`src/rtl/ysyx_25030093_pkg.sv`:
```
// ysyx_25030093_pkg
// Shared definitions for the multi-cycle RV32 core control path:
//   - state_e        : sequencer state encodings, also exported on state_dbg
//   - PC_SEL_*       : next-PC select codes, shared by the sequencer, PC unit
//                      and decoder
//   - pc_sel_decode  : priority encoder that maps control-flow flags to PC_SEL_*
package ysyx_25030093_pkg;

  typedef enum logic [2:0] {
    ST_FETCH = 3'd0,
    ST_IWAIT = 3'd1,
    ST_EXEC  = 3'd2,
    ST_MREQ  = 3'd3,
    ST_MWAIT = 3'd4,
    ST_WB    = 3'd5,
    ST_HALT  = 3'd6,
    ST_ERROR = 3'd7
  } state_e;

  localparam logic [2:0] PC_SEL_SNPC = 3'b000;
  localparam logic [2:0] PC_SEL_JALR = 3'b001;
  localparam logic [2:0] PC_SEL_JAL  = 3'b010;
  localparam logic [2:0] PC_SEL_BR   = 3'b100;
  localparam logic [2:0] PC_SEL_CSR  = 3'b101;

  // Trap redirection wins over every other control-flow source, then jalr,
  // jal and finally branch; anything else falls through to PC+4.
  function automatic logic [2:0] pc_sel_decode(input logic trap,
                                               input logic jalr,
                                               input logic jal,
                                               input logic branch);
    if (trap)        return PC_SEL_CSR;
    else if (jalr)   return PC_SEL_JALR;
    else if (jal)    return PC_SEL_JAL;
    else if (branch) return PC_SEL_BR;
    else             return PC_SEL_SNPC;
  endfunction

endpackage

```
`src/rtl/ysyx_25030093_timeout_cnt.sv`:
```
// ysyx_25030093_timeout_cnt
// Counts consecutive cycles spent waiting on a memory handshake.
// Ports:
//   clk, rst  : clock and synchronous active-high reset
//   en        : the awaited ready/valid is still low this cycle
//   clr       : restart the count (takes priority over en)
//   expire    : the count has reached TIMEOUT-1; if en is still high in this
//               cycle the wait has lasted TIMEOUT cycles
module ysyx_25030093_timeout_cnt #(
  parameter int unsigned TIMEOUT = 1024
) (
  input  logic clk,
  input  logic rst,
  input  logic en,
  input  logic clr,
  output logic expire
);

  localparam int unsigned   CW    = (TIMEOUT > 1) ? $clog2(TIMEOUT) : 1;
  localparam logic [CW-1:0] LIMIT = CW'(TIMEOUT - 1);

  logic [CW-1:0] cnt;

  // NOTE: sequential state is updated with non-blocking assignments so every
  // flop samples the pre-edge values of its inputs, independent of block order.
  always_ff @(posedge clk) begin
    if (rst || clr) begin
      cnt <= '0;
    end else if (en) begin
      cnt <= cnt + CW'(1);
    end
  end

  // Decoded from the register only, so the sequencer's next-state logic can
  // use it without forming a combinational loop through clr.
  assign expire = (cnt == LIMIT);

endmodule

```
`src/rtl/ysyx_25030093_core_seq.sv`:
```
// ysyx_25030093_core_seq
// Multi-cycle control sequencer: FETCH -> IWAIT -> EXEC -> (MREQ -> MWAIT) -> WB.
// Owns the imem/dmem valid/ready handshakes, gates PC and register-file writes,
// selects the next-PC source, counts retired instructions and traps memory
// timeouts into an absorbing ERROR state.
// Ports:
//   clk, rst                          : clock, synchronous active-high reset
//   imem_req_valid/ready              : fetch request handshake
//   imem_resp_valid, ir_we            : instruction response / IR load strobe
//   dec_*                             : decoder flags, stable from EXEC to WB
//   dmem_req_valid/ready              : data request handshake
//   dmem_resp_valid                   : load data / store ack
//   rf_we_en, pc_we, pc_sel           : writeback strobes and next-PC select
//   instret                           : retired-instruction counter
//   halt, err, state_dbg              : status and debug state
module ysyx_25030093_core_seq #(
  parameter int unsigned TIMEOUT = 1024,
  parameter int unsigned CNT_W   = 64
) (
  input  logic             clk,
  input  logic             rst,
  output logic             imem_req_valid,
  input  logic             imem_req_ready,
  input  logic             imem_resp_valid,
  output logic             ir_we,
  input  logic             dec_load,
  input  logic             dec_store,
  input  logic             dec_jal,
  input  logic             dec_jalr,
  input  logic             dec_branch,
  input  logic             dec_trap,
  input  logic             dec_ebreak,
  output logic             dmem_req_valid,
  input  logic             dmem_req_ready,
  input  logic             dmem_resp_valid,
  output logic             rf_we_en,
  output logic             pc_we,
  output logic [2:0]       pc_sel,
  output logic [CNT_W-1:0] instret,
  output logic             halt,
  output logic             err,
  output logic [2:0]       state_dbg
);

  import ysyx_25030093_pkg::*;

  state_e state, state_nxt;
  logic   tmo_en, tmo_clr, tmo_expire;

  // The wait condition per state: high while the awaited ready/valid is low.
  // NOTE: every variable written in an always_comb gets a default first, so
  // no path through the case can leave it unassigned and infer a latch.
  always_comb begin
    tmo_en = 1'b0;
    case (state)
      ST_FETCH: tmo_en = !imem_req_ready;
      ST_IWAIT: tmo_en = !imem_resp_valid;
      ST_MREQ:  tmo_en = !dmem_req_ready;
      ST_MWAIT: tmo_en = !dmem_resp_valid;
      default:  tmo_en = 1'b0;
    endcase
  end

  always_comb begin
    state_nxt = state;
    case (state)
      // In FETCH only the request handshake counts; a same-cycle response is
      // dropped because the request has not been accepted yet.
      ST_FETCH: if (imem_req_ready)  state_nxt = ST_IWAIT;
      ST_IWAIT: if (imem_resp_valid) state_nxt = ST_EXEC;
      ST_EXEC: begin
        if (dec_ebreak)                  state_nxt = ST_HALT;
        else if (dec_load || dec_store)  state_nxt = ST_MREQ;
        else                             state_nxt = ST_WB;
      end
      ST_MREQ:  if (dmem_req_ready)  state_nxt = ST_MWAIT;
      ST_MWAIT: if (dmem_resp_valid) state_nxt = ST_WB;
      ST_WB:    state_nxt = ST_FETCH;
      default:  state_nxt = state;  // HALT and ERROR are absorbing
    endcase
    if (tmo_en && tmo_expire) state_nxt = ST_ERROR;
  end

  // The count restarts on every state change and whenever nothing is awaited.
  assign tmo_clr = (state_nxt != state) || !tmo_en;

  ysyx_25030093_timeout_cnt #(
    .TIMEOUT (TIMEOUT)
  ) u_timeout_cnt (
    .clk    (clk),
    .rst    (rst),
    .en     (tmo_en),
    .clr    (tmo_clr),
    .expire (tmo_expire)
  );

  always_ff @(posedge clk) begin
    if (rst) begin
      state   <= ST_FETCH;
      instret <= '0;
    end else begin
      state <= state_nxt;
      if (state == ST_WB) instret <= instret + CNT_W'(1);
    end
  end

  // Strobes are decoded from the state register (ir_we also qualifies on the
  // response) and are forced low while rst is high, so no handshake or write
  // is ever issued in a reset cycle.
  assign imem_req_valid = !rst && (state == ST_FETCH);
  assign ir_we          = !rst && (state == ST_IWAIT) && imem_resp_valid;
  assign dmem_req_valid = !rst && (state == ST_MREQ);
  assign pc_we          = !rst && (state == ST_WB);
  assign rf_we_en       = pc_we && !(dec_store || dec_branch || dec_trap);
  assign pc_sel         = pc_we ? pc_sel_decode(dec_trap, dec_jalr, dec_jal, dec_branch)
                                : PC_SEL_SNPC;

  assign halt      = (state == ST_HALT);
  assign err       = (state == ST_ERROR);
  assign state_dbg = state;

endmodule

```
`config.mk`:
```
export PLATFORM = sky130hd
export DESIGN_NAME = ysyx_25030093_core_seq
export DESIGN_NICKNAME = d
export VERILOG_FILES = /design/src/rtl/ysyx_25030093_pkg.sv /design/src/rtl/ysyx_25030093_timeout_cnt.sv /design/src/rtl/ysyx_25030093_core_seq.sv
export SDC_FILE = /design/constraint.sdc
export NUM_CORES = 1
export LEC_CHECK = 0
export CORE_MARGIN = 5
export CORE_UTILIZATION = 45
export DETAILED_ROUTE_END_ITERATION = 12
export PLACE_DENSITY = 0.71
export SLEW_MARGIN = 20
export SYNTH_ARGS = -nofsm -noshare
export SYNTH_HDL_FRONTEND = slang
export SYNTH_SLANG_ARGS = --single-unit
```
`constraint.sdc`:
```
create_clock -name clk -period 4.5 [get_ports clk]
set_clock_uncertainty 0.1 [all_clocks]
set_input_delay 1.35 -clock clk [delete_from_list [all_inputs] [get_ports clk]]
set_output_delay 1.35 -clock clk [all_outputs]
set_load 0.02 [all_outputs]
```
**Yosys cells after proc, flatten, opt, wreduce, memory -nomap -nowiden**

Cells that the tools add are included.

- Add/subtract/negate cells: 2
- Equality and inequality tests: 9
- Mux-type cells: 14
- Reductions and logical operators: 20

Operator list:

| kind | number |
|---|---|
| $add A64 B1 Y64 const B | 1 |
| $mux W3 | 12 |
| $pmux W3 S6 | 1 |
| $eq A3 B3 Y1 const B | 4 |
| $add A10 B1 Y10 const B | 1 |
| $eq A10 B10 Y1 const B | 1 |
| $logic_and A1 B1 Y1 | 7 |
| $logic_not A1 Y1 | 7 |
| $eq A3 B2 Y1 const B | 2 |
| $logic_or A1 B1 Y1 | 5 |
| $pmux W1 S4 | 1 |
| $eq A3 B1 Y1 const B | 1 |
| $logic_not A3 Y1 | 1 |
| $ne A3 B3 Y1 | 1 |

- Register bits after elaboration: 77
- Input bits: 13
- Output and inout bits: 77
- Word-level logic and storage cells: 48

**Longest topological paths before layout**

- Depth in word-level cells: 8
- Gate-level depth with buffers: 8
- Depth with buffers taken out: 6

**Hierarchy**

A second synthesis with hierarchy kept.

- Cells, all modules: 473
- Area total of the unflattened synthesis: 3862.5 µm²

Modules (own cells, without submodules):

| module | instances | cells each | area an instance (µm²) | sequential area each (µm²) |
|---|---|---|---|---|
| ysyx_25030093_core_seq | 1 | 423 | 3407.0 | 1341.3 |
| ysyx_25030093_timeout_cnt | 1 | 50 | 455.4 | 200.2 |

**Worst setup path before layout**

No wires, ideal clock.

- Path type: in2out
- Start point: input port rst
- End point: output port rf_we_en
- Arrival time: 2465 ps
- Required time: 3050 ps
- Setup slack: 585 ps
- Cell stages on the path: 3
- Path buffers: 1
- Cell sequence: clkbuf_1 > or2_2 > nor4_1

- Cells in the longest elaborated chain, start to end: 3

RTL lines:

| element | line | text |
|---|---|---|
| from (decl) | ysyx_25030093_core_seq.sv:21 | `input logic rst,` |
| $logic_not A1 Y1 | ysyx_25030093_core_seq.sv:113 | `assign pc_we = !rst && (state == ST_WB);` |
| $logic_and A1 B1 Y1 | ysyx_25030093_core_seq.sv:113 |  |
| $logic_and A1 B1 Y1 | ysyx_25030093_core_seq.sv:114 | `assign rf_we_en = pc_we && !(dec_store \|\| dec_branch \|\| dec_trap);` |
| to (decl) | ysyx_25030093_core_seq.sv:36 | `output logic rf_we_en,` |

No other way between the ends.

**Worst setup path after layout**

- Start point: input port dec_store
- End point: output port rf_we_en

- Cells in the longest elaborated chain, start to end: 4

RTL lines:

| element | line | text |
|---|---|---|
| from (decl) | ysyx_25030093_core_seq.sv:27 | `input logic dec_store,` |
| $logic_or A1 B1 Y1 (2 in series) | ysyx_25030093_core_seq.sv:114 |  |
| $logic_not A1 Y1 | ysyx_25030093_core_seq.sv:114 |  |
| $logic_and A1 B1 Y1 | ysyx_25030093_core_seq.sv:114 |  |

No other way between the ends.

==> key figures <==
CTS
  • Postcts setup bufs: 0
  • Clock-pin slew of the registers on the worst-case setup and hold paths: 0.07 ns
  • Worst skew pair latency: 0.34 ns
  • CTS resizes: 0
  • CTS H-tree lvls: 3
  • Clock Tree Buf Depth: 2
  • CTS Hold Buffers Added: 0
  • Clk root buf: clkbuf_8
  • Clock Sink Count: 77
  • Number of buffers created by CTS: 9
  • TritonCTS clock tree: yes

GRT
  • First-pass GRT wire length: 16200 um
  • Antenna violations before repair: 0
  • Grt total ovfl: 0
  • Vias in the first global route: 3379
  • Largest net degree at the start of global routing: 51
  • GRT Util Overall: 0.193

Setup path
  • WP depth: 3
  • Crit-path leading delay family: buffers and inverters
  • CP Max Fanout: 3
  • Max incr delay on CP: 0.66 ns
  • Crit Path Category: primary input to output pin
  • Critical path capture point type: output pin
  • Worst-path cell chain: clkdlybuf4s50_1, nor4_1, clkdlybuf4s50_1
  • Worst Path Arrival: 2.75 ns
  • FF-to-FF path depth: 5
  • Crit-path most repeated cell: clkdlybuf4s50_1
  • Crit path max-delay cell type: clkdlybuf4s50_1
  • Flop-to-flop setup slack: 1.57 ns
  • Crit path launch type: primary input
  • Data required time of the worst path: 3.05 ns
  • CP bufs+invs: 2

Route
  • First-pass DRT Iterations: 4
  • 1st-iter DRT viols: 143
  • Avg WL per Cell: 14.9 um
  • # DRC: 0
  • Vias per inst: 5.58
  • Post-Route WL: 9770 um
  • Antenna Nets Post-Route: 0
  • Via count: 3652

Synthesis
  • Top_reg_cell synth: dfxtp_1
  • Post-synthesis cell type count: 45
  • Syn_area_per_cell: 8.26 sq um
  • Top-area cell type share of the netlist area: 0.405
  • Post-Synthesis Cells: 461
  • Synth Warn #: 0
  • Ys async rst share: 0
  • Sequential area share after synthesis: 0.405
  • Seq cells post-synth: 77
  • Largest cells by area after synthesis: dfxtp_1 40%, nor2_1 5.4%, xor2_1 5.3%
  • Number of flops mapped to enable cells by yosys: 0
  • Netlist Area Pre-Place: 3810 sq um
  • Synth area leader: dfxtp_1
  • Syn nets: 476

Final layout
  • Fillcell total: 750
  • Layout cells sized above 1: 0.0674
  • Number of diodes: 0
  • Area taken by multi-input logic gates: 2130 sq um
  • Reg area: 1540 sq um
  • Design area: 4940 sq um
  • Area added between synthesis and finish: 29.8%
  • Fin nets: 559

Pwr
  • Tot Pwr: 1.24 mW
  • VDD IR max: 0.139 mV
  • Leakage: 1.61 nW
  • Psw: 293 uW
  • Clock power frac: 0.382
  • Switching share of power: 0.237
  • Sequential power share: 0.564
  • P per Cell Area: 250 nW/um^2
  • Combinational Power Share: 0.054
  • Internal power: 943 uW

Timing
  • Max Freq: 238 MHz
  • RSZ-0062 raised after global routing: false
  • Relative slew margins: 0.505
  • Final min period: 4.20 ns
  • Worst slew pin tran: 0.735 ns
  • Final Hold Vio Count: 0
  • Final Cycle Share: 0.934
  • Slew Viols, Final: 0
  • Setup Viol. Count Final: 0
  • Final hold slack: 0.352 ns
  • Final setup TNS: 0 ns

Floorplanning
  • Die area: 10400 sq um
  • Row cnt: 33
  • Die Span Y: 102 um
  • Core Region: 8220 sq um
  • IO Pins: 90
  • Die width: 102 um
  • Initial Util: 0.464

Job
  • Max_cap viols: 0

Placement
  • IO buf count: 89
  • Post-DP HPWL: 6920 um
  • GP Congestion: 0.791
  • Placed inst area: 4770 sq um

Hold path
  • Hold Path Class: flop to flop
  • Hold Path Depth: 1

Outcome
  • Status: complete, no violations
[path summary, 6_finish.rpt]
kind | startpoint | end
hold / removal | u_timeout_cnt.cnt[0]$_SDFFE_PP0N_ | u_timeout_cnt.cnt[0]$_SDFFE_PP0N_
setup reg to reg | instret[5]$_SDFFE_PP0N_ | instret[34]$_SDFFE_PP0N_
hold reg to reg | u_timeout_cnt.cnt[0]$_SDFFE_PP0N_ | u_timeout_cnt.cnt[0]$_SDFFE_PP0N_
setup / recovery | dec_store | rf_we_en
[power by group through the flow]
stage,registers (mW),logic (mW),clock network (mW)
after floorplan,0.708,0.0400,0
after global placement,0.711,0.0668,0
after detailed placement,0.712,0.0667,0
after CTS,0.696,0.0674,0.488
after global routing,0.698,0.0747,0.522
final,0.696,0.0671,0.472
[flip-flops by register name, indices dropped and copies added, names as in the netlist]
register and cells:
u_timeout_cnt.cnt 10, instret 64, state_dbg 3
[through the flow]
step	setup slack, ns	cells	utilization
2_1_floorplan	0.585	461	-
3_3_place_gp	0.268	638	0.580
3_5_place_dp	0.283	638	0.580
4_1_cts	0.269	654	0.602
5_1_grt	0.247	654	0.602
6_report	0.296	654	0.602
[cells in the mapped netlist, types with 4 or more instances]
library cell  count
xnor2_1          12
and4_1           10
or4_1            15
xor2_1           23
clkbuf_1         16
nor4_1            7
nor3_1            6
inv_1            13
nand4_1          23
a21oi_1          38
nor2b_1           4
nand2_1          30
o31ai_1          18
and3_1           11
dfxtp_1          77
o21ai_0          18
or3_1            14
nor2_1           55
nand3_1          27
[layout by cell type (no fill, tap or decap), types with 13 or more instances in the layout]
cell type	synthesis	final
clkdlybuf4s50_1	0	88
dfxtp_1	77	77
nor2_1	55	55
a21oi_1	38	38
nand2_1	30	30
nand3_1	27	27
xor2_1	23	23
nand4_1	23	23
o21ai_0	18	18
o31ai_1	18	18
or4_1	15	15
or3_1	14	14
inv_1	13	13
[final cells by class]
class | instances | share of cell area
Clock buffer | 12 | 0.0314
Timing Repair Buffer | 93 | 0.185
Multi-Input combinational cell | 350 | 0.431
Tap cell | 105 | 0.0266
Sequential cell | 77 | 0.312
Clock inverter | 4 | 0.00455
Inverter | 13 | 0.00987
[routing by layer]
layer,vias up,part of all wire,global-route usage
li1,1842,-,-
met5,-,0,0
met2,94,0.45,0.301
met4,0,0.0068,0.0474
met1,1710,0.46,0.257
met3,6,0.078,0.0648
[kinds of logic (layout without fill, tap and decap cells)]
logic type | Yosys count | after routing | synth area share
AOI/OAI and AO/OA | 82 | 82 | 0.126
xor gates and xnor gates | 35 | 35 | 0.0805
buffers and inverters | 34 | 122 | 0.0365
muxes | 2 | 2 | 0.00525
DFF | 77 | 77 | 0.405
adders and majority gates | 2 | 2 | 0.00657
and+or+nand+nor | 229 | 229 | 0.341
No activity file was read; power rests on OpenSTA's default activity.
